[config.mk]
export PLATFORM = sky130hd
export DESIGN_NAME = if_fetch_ctrl
export DESIGN_NICKNAME = d
export VERILOG_FILES = /design/src/rtl/if_fetch_ctrl_pkg.sv /design/src/rtl/if_fetch_ctrl.sv
export SDC_FILE = /design/constraint.sdc
export NUM_CORES = 1
export LEC_CHECK = 0
export BUFFER_PORTS_ARGS = -buffer_cell sky130_fd_sc_hd__buf_2
export CORE_MARGIN = 3
export CORE_UTILIZATION = 50
export CTS_BUF_LIST = sky130_fd_sc_hd__clkbuf_8
export DETAILED_ROUTE_END_ITERATION = 8
export PLACE_DENSITY = 0.85
export SETUP_SLACK_MARGIN = 0.15
export SLEW_MARGIN = 20
export SYNTH_ARGS = -nofsm -noshare
export SYNTH_HDL_FRONTEND = slang
export SYNTH_SLANG_ARGS = --single-unit
[constraint.sdc]
create_clock -name clk -period 1.95 [get_ports clk]
set_clock_uncertainty 0.05 [all_clocks]
set_input_delay 0.2925 -clock clk [delete_from_list [all_inputs] [get_ports clk]]
set_output_delay 0.2925 -clock clk [all_outputs]
set_load 0.05 [all_outputs]
[src/rtl/if_fetch_ctrl_pkg.sv]
// Shared widths and reset vector for the instruction-fetch stage.
// Every block that handles IF/ID payloads imports these.
package if_fetch_ctrl_pkg;

  localparam int FS_PC_W   = 32;
  localparam int FS_INST_W = 32;
  localparam int FS_DATA_W = FS_PC_W + FS_INST_W;

  localparam logic [FS_PC_W-1:0] FS_RESET_PC = 32'h8000_0000;

endpackage

[src/rtl/if_fetch_ctrl.sv]
// IF-stage fetch sequencer: owns the PC, keeps at most one imem request in flight,
// buffers the returned instruction and hands {pc, inst} to the IF/ID register.
module if_fetch_ctrl
  import if_fetch_ctrl_pkg::*;
#(
  parameter int              PC_W     = FS_PC_W,
  parameter int              INST_W   = FS_INST_W,
  parameter logic [PC_W-1:0] RESET_PC = FS_RESET_PC
) (
  input  logic                   clk,
  input  logic                   reset,
  output logic                   imem_req_valid,
  input  logic                   imem_req_ready,
  output logic [PC_W-1:0]        imem_req_addr,
  input  logic                   imem_resp_valid,
  input  logic [INST_W-1:0]      imem_resp_data,
  input  logic                   redirect_valid,
  input  logic [PC_W-1:0]        redirect_pc,
  output logic                   fs_to_ds_reg_valid,
  output logic [PC_W+INST_W-1:0] fs_data,
  input  logic                   fs_ds_reg_allow_in
);

  typedef enum logic [2:0] {
    S_RST     = 3'd0,
    S_REQ     = 3'd1,
    S_WAIT    = 3'd2,
    S_HOLD    = 3'd3,
    S_DISCARD = 3'd4
  } state_e;

  state_e              state_q, state_d;
  logic [PC_W-1:0]     pc_q, pc_d;
  logic [PC_W-1:0]     buf_pc_q, buf_pc_d;
  logic [INST_W-1:0]   buf_inst_q, buf_inst_d;

  // State, PC and single-entry instruction buffer
  always_ff @(posedge clk) begin
    if (reset) begin
      state_q    <= S_RST;
      pc_q       <= RESET_PC;
      buf_pc_q   <= '0;
      buf_inst_q <= '0;
    end else begin
      state_q    <= state_d;
      pc_q       <= pc_d;
      buf_pc_q   <= buf_pc_d;
      buf_inst_q <= buf_inst_d;
    end
  end

  // Next-state and output decode; outputs see only registered state and redirect_valid
  always_comb begin
    state_d            = state_q;
    pc_d               = pc_q;
    buf_pc_d           = buf_pc_q;
    buf_inst_d         = buf_inst_q;
    imem_req_valid     = 1'b0;
    imem_req_addr      = pc_q;
    fs_to_ds_reg_valid = 1'b0;
    fs_data            = '0;

    case (state_q)
      S_RST: begin
        state_d = S_REQ;
      end

      S_REQ: begin
        imem_req_valid = !redirect_valid;
        if (redirect_valid) begin
          pc_d = redirect_pc;
        end else if (imem_req_ready) begin
          state_d = S_WAIT;
        end else begin
          state_d = S_REQ;
        end
      end

      S_WAIT: begin
        if (redirect_valid) begin
          pc_d = redirect_pc;
          // Without a same-cycle response the stale one is still owed to us
          state_d = imem_resp_valid ? S_REQ : S_DISCARD;
        end else if (imem_resp_valid) begin
          buf_inst_d = imem_resp_data;
          buf_pc_d   = pc_q;
          state_d    = S_HOLD;
        end else begin
          state_d = S_WAIT;
        end
      end

      S_DISCARD: begin
        if (redirect_valid) begin
          pc_d = redirect_pc;
        end else begin
          pc_d = pc_q;
        end
        if (imem_resp_valid) begin
          state_d = S_REQ;
        end else begin
          state_d = S_DISCARD;
        end
      end

      S_HOLD: begin
        fs_to_ds_reg_valid = !redirect_valid;
        fs_data            = {buf_pc_q, buf_inst_q};
        if (redirect_valid) begin
          pc_d    = redirect_pc;
          state_d = S_REQ;
        end else if (fs_ds_reg_allow_in) begin
          pc_d    = pc_q + PC_W'(4);
          state_d = S_REQ;
        end else begin
          state_d = S_HOLD;
        end
      end

      default: begin
        state_d = S_RST;
      end
    endcase
  end

endmodule
# [After elaboration in Yosys (flattened, before gate mapping)]
# Index checks and enable logic that the tools add are counted.
[word_totals] input_bits=70 register_bits=99 output_inout_bits=98 word_cells=34
[op_classes] eq_ne=7 addsub=1 n_reduce_logical=6 n_mux=15 bitwise=1
[op_table] op="$mux W32" n=3
[op_table] op="$mux W64" n=1
[op_table] op="$pmux W32 S2" n=1
[op_table] op="$add A32 B3 Y32 const B" n=1
[op_table] op="$pmux W3 S5" n=1
[op_table] op="$mux W3" n=3
[op_table] op="$eq A3 B2 Y1 const B" n=2
[op_table] op="$mux W2" n=3
[op_table] op="$reduce_and A3 Y1" n=2
[op_table] op="$eq A3 B1 Y1 const B" n=1
[op_table] op="$eq A3 B3 Y1 const B" n=1
[op_table] op="$logic_not A3 Y1" n=1
[op_table] op="$mux W1" n=3
[op_table] op="$ne A3 B3 Y1 const B" n=1
[op_table] op="$reduce_or A3 Y1" n=1
[op_table] op="$ne A2 B1 Y1 const B" n=1
[op_table] op="$ne A2 B2 Y1 const B" n=1
[op_table] op="$reduce_bool A2 Y1" n=1
[op_table] op="$logic_not A1 Y1" n=1
[op_table] op="$not A1 Y1" n=1

# [Depth between registers and ports, before layout]
# Gate-level depths: netlist of the first run.
[logic_depth] ltp_word=4 mapped_depth=7 mapped_depth_nobuf=5

# [Worst setup path before layout of the first run]
# No wires, ideal clock.
[synth_timing] path_type="reg-to-output" start="register state_q[1]" end="output port imem_req_valid" arrival_ns=2.172 slack_ns=-0.565 n_path_buf=1 t_required_ns=1.607 stages_incl_launch_ff=3 path_cell_list="dfxtp_1 > clkbuf_1 > nor4b_1"
[synth_via] elab_chain_cells=2
[synth_lines] element="from (decl)" line="if_fetch_ctrl.sv:32" rtl="state_e state_q, state_d;"
[synth_lines] element="from (signal assigned)" line="if_fetch_ctrl.sv:45" rtl="state_q <= state_d;"
[synth_lines] element="$eq A3 B1 Y1" line="if_fetch_ctrl.sv:63" rtl="case (state_q)"
[synth_lines] element="$mux W1" line="if_fetch_ctrl.sv:63"
[synth_lines] element="to (decl)" line="if_fetch_ctrl.sv:12" rtl="output logic imem_req_valid,"
# Every way passes these cells.

# [Worst setup path in the final report of the first run]
[layout_timing] start="register state_q[2]" end="output port fs_data[31]"
[layout_via] elab_chain_cells=2
[layout_lines] element="$eq A3 B2 Y1" line="if_fetch_ctrl.sv:63"
[layout_lines] element="$mux W64" line="if_fetch_ctrl.sv:63"
[layout_lines] element="to (decl)" line="if_fetch_ctrl.sv:20" rtl="output logic [PC_W+INST_W-1:0] fs_data,"
# Every way passes these cells.

==> flow_summary.yaml, run 1 <==
synth:
  synth_cell_types: 61
  synth-simple-area-share: 0.339
  synth-xor-area-share: 0
  synthMuxAreaShare: 0.00981
  synth_ff_type: "dfxtp_1"
  synth-edff-count: 0
  synth.avg_cell_area_sq_um: 7.59
  synth_compound_area_frac: 0.204
  synth_warnings: 0
  ys_seq_elements: 99
  synth.area.top_cells: "dfxtp_1 (39%), nand2_1 (11%), and2_1 (9.2%), a21oi_1 (7.9%), nand4_1 (2.5%)"
  syn_area_sq_um: 5100
  async_reset_ff_frac: 0
  yosysTopAreaCell: "dfxtp_1"
  syn_inst: 672
  synth_top_family_by_area: "simple AND/OR/NAND/NOR gates"
  synth_top_area_frac: 0.389
  synth_fa_ha_area_frac: 0.00245
  syn_nets: 743
  seq_area_frac_synth: 0.389
global_route:
  grt_max_degree: 65
  antenna_found_initial: 0
  grt_pass1_wl_um: 26600
  grt-ovfl-total: 0
  grtUsageTotal: 0.287
  grt_pass1_vias: 5475
timing:
  slew_violations: 0
  setup_violations: 0
  rsz0062_at_grt: "true"
  final.min_clock_period_ns: 1.92
  worst_slack_ns: 0.0329
  slew_headroom: 0.670
  min_period_over_period: 0.983
  fmax_mhz: 522
  finalHoldViolCount: 0
  tightest_slew_ns: 0.494
setup_path:
  regToRegSetupSlack_ns: 0.19
  cp-start-kind: "flip-flop"
  cpMaxStageDelayCell: "dfxtp_4"
  critPathKind: "flip-flop to primary output"
  cp_data_required_time_ns: 1.61
  startpoint: "state_q[2]"
  reg2reg_to: "imem_req_addr[17]"
  r2r-start: "state_q[0]"
  cp_max_fo: 37
  crit_buf_inv: 2
  path_cells: "and3b_2 > buf_12 > and2_2 > buf_6"
  endpoint_kind: "primary output"
  crit_path_max_incr_delay_ns: 0.37
  rr_worst_depth: 8
  endpoint: "fs_data[31]"
  worstSetupPathDepth: 4
  worstPathArrival_ns: 1.57
  crit_family: "simple AND/OR/NAND/NOR gates"
final_layout:
  nets: 909
  drive_gt1_frac: 0.394
  fin_area_sq_um: 7290
  antenna_cells: 0
  layout_common_cells: "nand2_1 (151), buf_2 (100), a21oi_1 (79), dfxtp_1 (74), and2_2 (47)"
  layout-area-overhead-vs-synth_pct: 43.0
  layout_commonest_cell: "nand2_1"
clock_tree:
  clock-sinks: 99
  holdBufCountCts: 0
  htree_levels: 3
  cts.clk_slew.worst_paths_ns: 0.09
  cts_tree: "done"
  insertion_delay_ns: 0.37
  cts_max_path_buffers: 2
  numCtsBuffers: 9
  cts_root_buf: "clkbuf_8"
detailed_routing:
  ant_nets: 0
  drt_iter0_markers: 426
  routed_via_density: 5.76
  drc_errors: 0
  dr.pass1.iters: 5
  wl_per_cell_um: 17.6
  via_count: 5614
  wl_um: 17200
die:
  dieHeight_um: 107
  die_area_sq_um: 11400
  die_w_um: 107
  std_cell_rows: 36
  coreArea_sq_um: 9860
  ios: 168
  start_util: 0.517
pwr:
  p_seq_frac: 0.529
  p_clk_frac: 0.307
  power_frac_comb: 0.163
  finalPower_mw: 4.09
  power_switching_mw: 1.21
  switching_share: 0.297
  pwr_density_cell_nw_per_um2: 560
  vdd_drop_max_mv: 0.377
  intPower_mw: 2.87
  p_leak_nw: 2.93
placed_design:
  dpl-instance-area_sq_um: 6350
  dp_hpwl_um: 11100
  preCtsSetupSlack_ns: 0.105
  gp_routability_congestion: 0.894
  portBuffers: 167
outcome:
  status: "completed"
hold_path:
  min_path_type: "input pin to flip-flop"
flow_run:
  cap_violations: 0
power by group through the flow:
stage	Sequential (mW)	Clock [mW]	Combinational (mW)
2_1_floorplan	2.34	0	0.241
3_3_place_gp	2.21	0	0.597
6_report	2.16	1.26	0.668
4_1_cts	2.16	1.27	0.630
3_5_place_dp	2.21	0	0.608
5_1_grt	2.17	1.36	0.706
worst reg2reg max path: cells and delay by family (launching register included):
family	cells	cell delay, ns
AOI/OAI and AO/OA	2	0.39
DFF	1	0.36
buffers and inverters	4	0.53
and+or+nand+nor	2	0.32
logic make-up (layout without fill, tap and decap cells):
logic type / after synthesis / after routing
buf+inv: 67 / 237
mux: 5 / 5
fa+ha+maj: 1 / 1
compound gates: 162 / 162
flops: 99 / 99
simple gates: 338 / 338
final cells by class:
class	count	area, sq um
well taps	133	166
clock buffers	12	165
clock inverters	3	16.3
inverters	9	36.3
repair buffers	213	1880
multi-input cells	506	3000
fillers	720	2570
flip-flops and latches	99	2030
worst min path at each step:
stage                     cells past startpoint  slack [ns]            start        endpoint
after floorplan                               1        0.33  imem_resp_valid      state_q[2]
after global placement                        2        0.39      buf_pc_q[5]     buf_pc_q[5]
after detailed placement                      2        0.39   buf_inst_q[21]  buf_inst_q[21]
after CTS                                     2        0.05  imem_resp_valid      state_q[2]
after global routing                          2        0.06  imem_resp_valid      state_q[2]
final                                         2        0.06  imem_resp_valid      state_q[2]
per-layer routing:
layer | routed length [um] | up-vias | track usage
met1 | 6710 | 2654 | 0.345
met4 | 460 | 0 | 0.132
met5 | 0 | - | 0
met3 | 1180 | 40 | 0.0566
li1 | - | 2672 | -
met2 | 8810 | 248 | 0.493
metrics by stage:
stage | TNS, ns | util | instances | hold WS, ns
2_1_floorplan | 0 | - | 672 | 0.332
5_1_grt | -0.355 | 0.739 | 975 | 0.0598
3_3_place_gp | 0 | 0.644 | 948 | 0.387
3_5_place_dp | 0 | 0.644 | 948 | 0.392
4_1_cts | 0 | 0.709 | 971 | 0.0531
6_report | 0 | 0.739 | 975 | 0.0643
state kept, by name, indices dropped and copies added, names as in the netlist:
| name | flops |
|---|---|
| buf_inst_q | 32 |
| buf_pc_q | 32 |
| imem_req_addr | 32 |
| state_q | 3 |
synthesized netlist by cell type (all sizes together), types with 2 or more instances:
| cell type | n |
|---|---|
| a2111oi | 3 |
| a31o | 3 |
| o21ai | 19 |
| and2 | 75 |
| o31a | 2 |
| buf | 25 |
| a211o | 3 |
| and3 | 9 |
| mux2i | 5 |
| nor2b | 2 |
| o211ai | 2 |
| nor3 | 10 |
| a221oi | 3 |
| nand2 | 152 |
| a21o | 2 |
| o32ai | 5 |
| nand4 | 22 |
| a22oi | 2 |
| nor4 | 13 |
| nand2b | 4 |
| o211a | 2 |
| a31oi | 6 |
| and4 | 3 |
| nand3 | 14 |
| o21bai | 4 |
| clkbuf | 33 |
| inv | 9 |
| a311oi | 3 |
| o2bb2ai | 2 |
| dfxtp | 99 |
| o22ai | 3 |
| nor2 | 25 |
| a211oi | 7 |
| nand4bb | 2 |
| o221ai | 3 |
| or3 | 3 |
| a21oi | 81 |
what timing repair did:
action / in CTS / in global routing
pin swaps: 2 / 5
gates cloned: 0 / 1
setup endpoints to repair: 76 / 140
setup buffers: 8 / 3
resized for setup: 129 / 65
No activity file was read; power rests on OpenSTA's default activity.
==> inputs of run 2 (changes only) <==
--- a/config.mk
+++ b/config.mk
@@ -11,4 +11,5 @@
 export CTS_BUF_LIST = sky130_fd_sc_hd__clkbuf_8
 export DETAILED_ROUTE_END_ITERATION = 8
+export MAX_ROUTING_LAYER = met4
 export PLACE_DENSITY = 0.85
 export SETUP_SLACK_MARGIN = 0.15
==> constraint.sdc (replaced) <==
create_clock -name clk -period 1.95 [get_ports clk]
set_clock_uncertainty 0.05 [all_clocks]
set_input_delay 0 -clock clk [delete_from_list [all_inputs] [get_ports clk]]
set_output_delay 0 -clock clk [all_outputs]
set_load 0.05 [all_outputs]
==> flow_summary.yaml, run 2 (synthesis results as in run 1) <==
detailed_routing:
  routed_via_density: 5.78
  drt_iter0_markers: 520
  ant_nets: 0
  drc_errors: 0
  via_count: 5972
  met1_length_um: 7070
  wl_per_cell_um: 17.8
  dr_wl_met3_um: 1220
  top_layer: "met4"
  wl_um: 18400
  routed-wl-met2_um: 9350
  dr.pass1.iters: 6
die:
  die_w_um: 107
  std_cell_rows: 36
  ios: 168
  start_util: 0.517
  coreArea_sq_um: 9860
  dieHeight_um: 107
  die_area_sq_um: 11400
final_layout:
  antenna_cells: 0
  nets: 967
  regArea_sq_um: 2030
  layout_common_cells: "nand2_1 (151), buf_2 (101), a21oi_1 (80), dfxtp_1 (74), buf_4 (71)"
  layout_commonest_cell: "nand2_1"
  n_fill_cell: 661
  multiInputGateArea_sq_um: 2960
  final_util: 0.772
  drive_gt1_frac: 0.334
  layout-area-overhead-vs-synth_pct: 49.4
setup_path:
  cp-start-kind: "flip-flop"
  critPathKind: "flip-flop to primary output"
  cp_data_required_time_ns: 1.90
  endpoint_kind: "primary output"
  worstPathArrival_ns: 1.78
  cp_max_fo: 13
pwr:
  power_switching_mw: 1.29
  intPower_mw: 2.84
  pwr_density_cell_nw_per_um2: 542
  power_frac_comb: 0.176
  p_clk_frac: 0.301
  vdd_drop_max_mv: 0.510
  p_leak_nw: 3.12
  switching_share: 0.312
  p_seq_frac: 0.523
timing:
  rsz0062_at_grt: "true"
  slew_headroom: 0.495
  min_period_over_period: 0.940
  setup_violations: 0
  hold_ws_ns: 0.0178
  slew_violations: 0
  finalHoldViolCount: 0
  fmax_mhz: 546
  fin_setup_tns_ns: 0
  tightest_slew_ns: 0.757
  final.min_clock_period_ns: 1.83
hold_path:
  min_path_type: "input pin to flip-flop"
global_route:
  grt-ovfl-total: 0
  grt_pass1_wl_um: 27700
  antenna_found_initial: 0
  grtUsageTotal: 0.307
  grt_max_degree: 71
  grt_pass1_vias: 5736
clock_tree:
  cts_max_path_buffers: 2
  numCtsBuffers: 9
  htree_levels: 3
  clock-sinks: 99
  cts_tree: "done"
  cts_root_buf: "clkbuf_8"
  insertion_delay_ns: 0.37
  cts.clk_slew.worst_paths_ns: 0.10
placed_design:
  portBuffers: 167
  gp_routability_congestion: 0.904
  dp_hpwl_um: 10700
flow_run:
  cap_violations: 0
outcome:
  status: "completed"
## run 2: changes by cell type in the layout (fill, tap and decap cells not counted), sizes merged
cell	previous run	this run
buf	211	209
inv	11	12
dlygate4sd3	0	59
clkinv	1	4
clkbuf	14	12
## run 2: final timing paths
path,endpoint,slack (ns),cells after the start,start
worst max-delay path,fs_data[37],0.12,6,state_q[2]
worst max register to register,state_q[2],0.12,5,state_q[2]
worst min register to register,buf_inst_q[2],0.41,2,buf_inst_q[2]
worst min-delay path,state_q[0],0.02,4,imem_req_ready
## run 2: critical path: stages, from the launching register on
cell and delay [ns]:
dfxtp_4 0.38, buf_8 0.13, and3b_2 0.29, buf_4 0.14, buf_12 0.14, and2_1 0.16, buf_6 0.17
## run 2: power by group through the flow
stage | clock [mW] | sequential (mW) | combinational [mW]
finish | 1.24 | 2.16 | 0.727
global route | 1.35 | 2.17 | 0.770
CTS | 1.26 | 2.16 | 0.685
detailed placement | 0 | 2.20 | 0.592
global placement | 0 | 2.20 | 0.585
floorplan | 0 | 2.34 | 0.241
## run 2: through the flow
| step | std cells | setup WS [ns] | cell area (sq um) | total power [mW] |
|---|---|---|---|---|
| floorplan | 672 | 0.123 | 5170 | 2.58 |
| detailed placement | 944 | 0.0417 | 6210 | 2.79 |
| CTS | 1019 | 0.140 | 7180 | 4.10 |
| finish | 1034 | 0.118 | 7620 | 4.13 |
| global route | 1034 | 0.0665 | 7620 | 4.29 |
| global placement | 944 | 0.156 | 6210 | 2.78 |
## run 2: layout make-up
class | count | area share
tap | 133 | 0.0218
multi-input combinational | 506 | 0.389
clock inverter | 7 | 0.00673
inverter | 9 | 0.00509
sequential | 99 | 0.267
timing repair buffer | 271 | 0.294
clock buffer | 9 | 0.0163
## run 2: repair_timing
action / CTS / global route
gates resized for setup: 77 / 82
gates cloned: 0 / 3
hold endpoints to repair: 58 / 0
setup endpoints to repair: 74 / 80
hold buffers: 59 / 0
pin swaps: 1 / 12
buffers inserted: 0 / 12
## run 2: layer usage
metal / up-vias / GRT usage
met5: - / -
met4: 0 / 0.146
met3: 68 / 0.0572
met2: 285 / 0.514
met1: 2819 / 0.357
li1: 2800 / -
